File: src/rtl/scoreboard_sequencer.sv
// Scoreboard sequencer: tracks the occupancy of an external FIFO under test.
// It captures one "magic" packet after a programmable number of accepted
// pushes, then follows that packet's position until it leaves the FIFO.
// On exit it checks that the departing data matches the captured value.
module scoreboard_sequencer #(
    parameter int DEPTH   = 8,
    parameter int WIDTH   = 8,
    parameter int SKIPWID = 8,
    parameter int CNTWID  = $clog2(DEPTH) + 1
) (
    input  logic               clk,
    input  logic               rst,
    input  logic               go,
    input  logic               rearm,
    input  logic [SKIPWID-1:0] skip,
    input  logic               push,
    input  logic               pop,
    input  logic [WIDTH-1:0]   data_in,
    input  logic [WIDTH-1:0]   data_out,
    output logic               start,
    output logic               data_out_vld,
    output logic               prop_signal,
    output logic               busy,
    output logic               done,
    output logic               pass,
    output logic               err
);

    typedef enum logic [1:0] {
        S_IDLE,
        S_ARM,
        S_TRACK,
        S_DONE
    } state_t;

    localparam logic [CNTWID-1:0] DEPTH_C = CNTWID'(DEPTH);
    localparam logic [CNTWID-1:0] ONE_C   = CNTWID'(1);

    state_t             state;
    logic [CNTWID-1:0]  occ;
    logic [CNTWID-1:0]  trk;
    logic [SKIPWID-1:0] scnt;
    logic [WIDTH-1:0]   magic;

    logic acc_push;
    logic acc_pop;
    logic overflow;
    logic underflow;
    logic magic_match;

    // A push into a full FIFO is only legal when a pop frees a slot in the same cycle.
    assign acc_push  = push & ((occ < DEPTH_C) | pop);
    assign acc_pop   = pop & (occ != '0);
    assign overflow  = push & ~acc_push;
    assign underflow = pop & ~acc_pop;

    assign magic_match  = (data_out == magic);
    assign start        = (state == S_ARM) & acc_push & (scnt == skip);
    assign data_out_vld = (state == S_TRACK) & acc_pop & (trk == ONE_C);
    assign prop_signal  = ~data_out_vld | magic_match;
    assign busy         = (state == S_ARM) | (state == S_TRACK);
    assign done         = (state == S_DONE);

    // Occupancy follows the FIFO in every state; illegal traffic leaves it unchanged and sets the sticky error.
    always_ff @(posedge clk or negedge rst) begin
        // NOTE: sequential state uses non-blocking assignments so every register samples pre-edge values.
        if (!rst) begin
            occ <= '0;
            err <= 1'b0;
        end else begin
            occ <= occ + {{(CNTWID-1){1'b0}}, acc_push} - {{(CNTWID-1){1'b0}}, acc_pop};
            if (overflow | underflow) begin
                err <= 1'b1;
            end
        end
    end

    // Round sequencing: skip counting in ARM, position tracking in TRACK, result held in DONE.
    always_ff @(posedge clk or negedge rst) begin
        if (!rst) begin
            state <= S_IDLE;
            scnt  <= '0;
            trk   <= '0;
            magic <= '0;
            pass  <= 1'b0;
        end else begin
            unique case (state)
                S_IDLE: begin
                    if (go) begin
                        state <= S_ARM;
                        scnt  <= '0;
                    end
                end
                S_ARM: begin
                    if (start) begin
                        magic <= data_in;
                        // Position of the captured packet once this cycle's pop has left.
                        trk   <= occ - {{(CNTWID-1){1'b0}}, acc_pop} + ONE_C;
                        state <= S_TRACK;
                    end else if (acc_push && (scnt != '1)) begin
                        scnt <= scnt + 1'b1;
                    end
                end
                S_TRACK: begin
                    if (acc_pop) begin
                        trk <= trk - ONE_C;
                        if (trk == ONE_C) begin
                            pass  <= magic_match;
                            state <= S_DONE;
                        end
                    end
                end
                S_DONE: begin
                    if (rearm) begin
                        state <= S_ARM;
                        scnt  <= '0;
                        pass  <= 1'b0;
                    end
                end
                default: state <= S_IDLE;
            endcase
        end
    end

endmodule

File: config.mk
export PLATFORM = sky130hd
export DESIGN_NAME = scoreboard_sequencer
export DESIGN_NICKNAME = d
export VERILOG_FILES = /design/src/rtl/scoreboard_sequencer.sv
export SDC_FILE = /design/constraint.sdc
export NUM_CORES = 1
export LEC_CHECK = 0
export ABC_AREA = 0
export ABC_CLOCK_PERIOD_IN_PS = 2690
export CAP_MARGIN = 20
export CELL_PAD_IN_SITES_DETAIL_PLACEMENT = 2
export CELL_PAD_IN_SITES_GLOBAL_PLACEMENT = 2
export CORE_UTILIZATION = 39
export DETAILED_ROUTE_END_ITERATION = 10
export DONT_BUFFER_PORTS = 1
export PLACE_DENSITY = 0.88
export SLEW_MARGIN = 5
export SYNTH_ARGS = -nofsm -noshare
export SYNTH_HDL_FRONTEND = slang
export SYNTH_SLANG_ARGS = --single-unit
File: constraint.sdc
create_clock -name clk -period 2.69 [get_ports clk]
set_input_delay 0.538 -clock clk [delete_from_list [all_inputs] [get_ports clk]]
set_output_delay 0.538 -clock clk [all_outputs]
set_load 0.005 [all_outputs]
Word level (Yosys, flattened, before mapping)
Cells that the tools add are included.
{"block": "word_totals", "reg_bits": 28, "output_inout_bits": 7}
{"block": "op_classes", "addsub": 6, "n_lt_le_gt_ge": 1, "eq_ne": 14, "n_mux": 18, "n_bitwise": 15, "n_reduce_logical": 11}
{"op": "$mux 8", "n": 4}
{"op": "$pmux 8 s3", "n": 1}
{"op": "$eq 8x8->1", "n": 2}
{"op": "$mux 2", "n": 5}
{"op": "$ne 2x2->1 const B", "n": 5}
{"op": "$reduce_and 5->1", "n": 2}
{"op": "$add 8x1->8 const B", "n": 1}
{"op": "$and 1x1->1", "n": 8}
{"op": "$mux 4", "n": 2}
{"op": "$ne 8x8->1 const B", "n": 1}
{"op": "$pmux 2 s4", "n": 1}
{"op": "$pmux 4 s2", "n": 1}
{"op": "$sub 4x1->4", "n": 2}
{"op": "$add 4x1->4", "n": 1}
{"op": "$add 4x1->4 const B", "n": 1}
{"op": "$eq 2x2->1 const B", "n": 2}
{"op": "$eq 4x1->1 const B", "n": 1}
{"op": "$lt 4x4->1 const B", "n": 1}
{"op": "$ne 2x1->1 const B", "n": 2}
{"op": "$or 1x1->1", "n": 4}
{"op": "$reduce_and 4->1", "n": 1}
{"op": "$reduce_bool 2->1", "n": 2}
{"op": "$reduce_bool 4->1", "n": 1}
{"op": "$sub 4x1->4 const B", "n": 1}
{"op": "9 further kinds", "n": 13}

Longest topological paths before layout
{"block": "logic_depth", "ltp_word": 7, "ltp_mapped": 11, "depth_no_buf": 11}

Worst setup path after synthesis
Ideal clock, no wire load.
{"block": "synth_path", "path_type": "register to register", "startpoint": "register occ[2]", "endpoint": "register trk[2]", "t_arrival_ns": 2.278, "t_required_ns": 2.563, "setup_slack_ns": 0.285, "path_stages_with_launch": 12, "n_path_buf": 0, "synth_period_minus_slack_ns": 2.405, "path_cell_list": "dfrtp_1 > inv_1 > ha_1 > or3b_2 > nand2_1 > ha_1 > ha_1 > inv_1 > ha_1 > nor2_1 > mux2_2 > a221o_2"}
{"block": "synth_between", "elab_chain_cells": 7, "elab_cells_between_ends": 14, "classes_between": "add/sub: 2; order compare: 1; eq/ne: 2; mux: 2; bitwise: 5; reduce/logical: 2"}
{"element": "start, declared", "line": "40", "source": "logic [CNTWID-1:0] occ;"}
{"element": "start signal, assigned", "line": "71", "source": "occ <= occ + {{(CNTWID-1){1'b0}}, acc_push} - {{(CNTWID-1){1'b0}}, acc_pop};"}
{"element": "parallel branches: the longest is 7 deep, another holds $sub 4x1->4"}
{"element": "end signal, assigned", "line": "98", "source": "trk <= occ - {{(CNTWID-1){1'b0}}, acc_pop} + ONE_C;"}
{"element": "end signal, assigned", "line": "106", "source": "trk <= trk - ONE_C;"}
{"element": "end, declared", "line": "41", "source": "logic [CNTWID-1:0] trk;"}
Parallel ways; which one is timed is not known. The select of a mux whose other input is x is not followed.
A chain may end at the register's enable or synchronous reset.

Final worst setup path
Ends and elaborated chain as after synthesis.

==> run metrics <==
outcome=finished clean; number of global-route vias before repair=1714; setup tns final=0 ns; #FFs+latches synth=28; Reg2Reg Setup Slack=0.14 ns; Yosys cell types=46; DR vias=1462; Setup Viol. Count Final=0; Tot Pwr=0.00192 W; core area=0.00469 mm2; Final Wtd Congestion=0.814; worst vdd ir=0.301 mV; Post-Layout Inst Area=0.00207 mm2; Max-slew headroom=69.8%; top cells by area, synth=dfrtp_1 (37%), ha_1 (11%), mux2_2 (5.9%); clock skew=0.00258 ns; Ys Warns=0; Ant. Diodes=0; grt ovf=0; CP Launch Type=flip-flop; Mapped Area=0.00190 mm2; Max clock buf depth=2; port bufs=0; Routed WL=5290 um; fraction of registers with async set/reset=100%; TritonRoute pass-1 iters=3; P per Cell Area=928 mW/mm2; CP Capture Type=flip-flop; # rows=25; post-route minimum period=2.55 ns; Least-Margin Pin Slew=0.454 ns; Nets=242; Post-DRT Antenna Nets=0; Num Clock Sinks=28; global-route wire length before repair=8760 um; Final Max Tran Viols=0; io pins=37; Layout area overhead=9.10%; DR DRC count=0; # Max-Cap Violations=0; Initial Util=40.4%; antenna violations before repair=0; area post-placement=0.00198 mm2; share of cells above drive strength 1=13.9%; vias per cell=5.90; worst path required time=2.87 ns; CTS tree=done; Starting DRT DRC Count=26; Reg2Reg Capture Point=trk[2]$_DFFE_PN0P_; Synth Net Count=235; sequential area share after synthesis=36.9%; Final HPWL DP=4230 um; Layout fillers=505; Yosys top cell area share=36.9%; leading area contributor after synthesis=dfrtp_1; Setup crit start=occ[2]$_DFF_PN0_; CTS buffer count=3; Mapped Cells=188; fmax=0.392 GHz; worst reg-to-reg path cell count=11; largest net degree at the start of global routing=29; Min-Delay Path Class=in -> async; RR Startpoint=occ[2]$_DFF_PN0_; Die ar.=0.00515 mm2; CTS H-tree lvls=1; Post-synth EDFFs=0; Critical Path AT=2.73 ns; Primary FF master, synth=dfrtp_1; CTS root buf=clkbuf_8; post-DR wirelength/cell=21.3 um; Final period util=94.7%; Leakage=0.934 nW; Worst-Skew Late Latency=0.28 ns; end of the critical path=trk[2]$_DFFE_PN0P_; FF+latch area=701 um2; die width=71.7 um; die height=71.7 um; final hold violations=0; footprint of the multi-input gates=0.00114 mm2; RSZ-0062 raised after global routing=no; Hold WS=0.0634 ns; Crit Path Max Fanout=5; critical path class=reg -> reg; total track usage=22.6%; clock slew at reported path FFs=0.10 ns; Synth Area per Inst=10.1 um2
-- final cells by class --
class | instances | area share, %
flip-flops and latches | 28 | 33.9
repair buffers | 5 | 2.42
clock buffers | 4 | 2.66
well taps | 54 | 3.26
multi-input cells | 141 | 54.9
inverters | 16 | 2.90
-- how the worst min path moves through the flow --
| stage | startpoint | endpoint |
|---|---|---|
| 3_5_place_dp | rst | trk[3]$_DFFE_PN0P_ |
| 5_1_grt | rst | trk[0]$_DFFE_PN0P_ |
| 6_report | rst | err$_DFFE_PN0P_ |
| 3_3_place_gp | rst | trk[3]$_DFFE_PN0P_ |
| 2_1_floorplan | rst | err$_DFFE_PN0P_ |
| 4_1_cts | rst | trk[2]$_DFFE_PN0P_ |
-- per-stage QoR --
step / util [%] / worst slack (ns) / std cells
2_1_floorplan: - / 0.285 / 188
3_3_place_gp: 42.2 / 0.192 / 242
3_5_place_dp: 42.2 / 0.0397 / 242
4_1_cts: 43.8 / 0.0197 / 247
5_1_grt: 44.1 / 0.00940 / 248
6_report: 44.1 / 0.142 / 248
-- routing by layer --
layer	track usage (%)	share of wire, %	vias up
met3	3.38	2.7	15
met1	23.9	37	742
met4	11.5	3.6	0
met5	0	0	-
li1	-	-	680
met2	43.0	56	25
-- sequential cells by signal, indices dropped and copies added (netlist names) --
| signal | flops |
|---|---|
| magic | 8 |
| scnt | 8 |
| occ | 4 |
| trk | 4 |
| state | 2 |
| err | 1 |
| pass | 1 |
-- Yosys cell counts, types with 2 or more instances --
master and instances:
a21oi_1 2, o21bai_1 2, nand2_1 15, nand4_1 4, nor4_1 2, a21boi_0 2
dfrtp_1 28, nor3_1 3, xor2_1 11, ha_1 16, and2_1 3, inv_1 16
o21ai_0 9, nor2b_1 3, nor2_1 8, mux2i_1 3, o31ai_1 8, a21o_1 2
xnor2_1 7, mux2_2 10, nand3_1 6, nand2b_1 4
-- cells in the final DEF, fill, tap and decap left out, types with 2 or more instances in the layout --
master    netlist  final
nand4_1         4      4
a21oi_1         2      2
dfrtp_1        28     28
o21bai_1        2      2
a21boi_0        2      2
nor2_1          8      8
a21o_1          2      2
nand2_1        15     14
nand2b_1        4      4
buf_4           1      4
nor4_1          2      2
nor2b_1         3      3
mux2_2         10     10
o31ai_1         8      8
nand3_1         6      6
xnor2_1         7      7
inv_1          16     15
xor2_1         11     11
mux2i_1         3      3
o21ai_0         9      9
clkbuf_8        0      4
nor3_1          3      3
ha_1           16     16
and2_1          3      3
-- report_power, final --
part	leakage (nW)	switching, W	internal, W	total [W]
clock	0.0288	0.000143	0.000132	0.000275
combinational	0.548	0.000573	0.000423	0.000995
sequential	0.357	0.000124	0.000527	0.000651
total	0.934	0.000840	0.00108	0.00192
-- cells by family after synthesis --
logic type,count (synthesis),synth area share [%]
muxes,14,8.11
xor gates and xnor gates,19,9.17
DFF,28,36.9
buffers and inverters,19,4.02
AOI/OAI and AO/OA,35,14.2
and+or+nand+nor,56,15.9
adders and majority gates,17,11.6
-- worst max-delay path, stage by stage (launching register included) --
cell     delay, ns
dfrtp_1       0.40
inv_1         0.09
ha_1          0.14
or3b_2        0.49
nand2_4       0.12
ha_1          0.15
ha_1          0.14
inv_1         0.04
ha_1          0.26
nor2_1        0.05
mux2_2        0.27
a221o_2       0.29
-- timing repair --
action | CTS | global route
buffers inserted | 0 | 1
resized for setup | 0 | 3
pin swaps | 1 | 1
hold buffers | 1 | 0
endpoints found under the hold margin | 28 | 0
endpoints found under the setup margin | 1 | 5
Power figures use the tool's default switching activity.
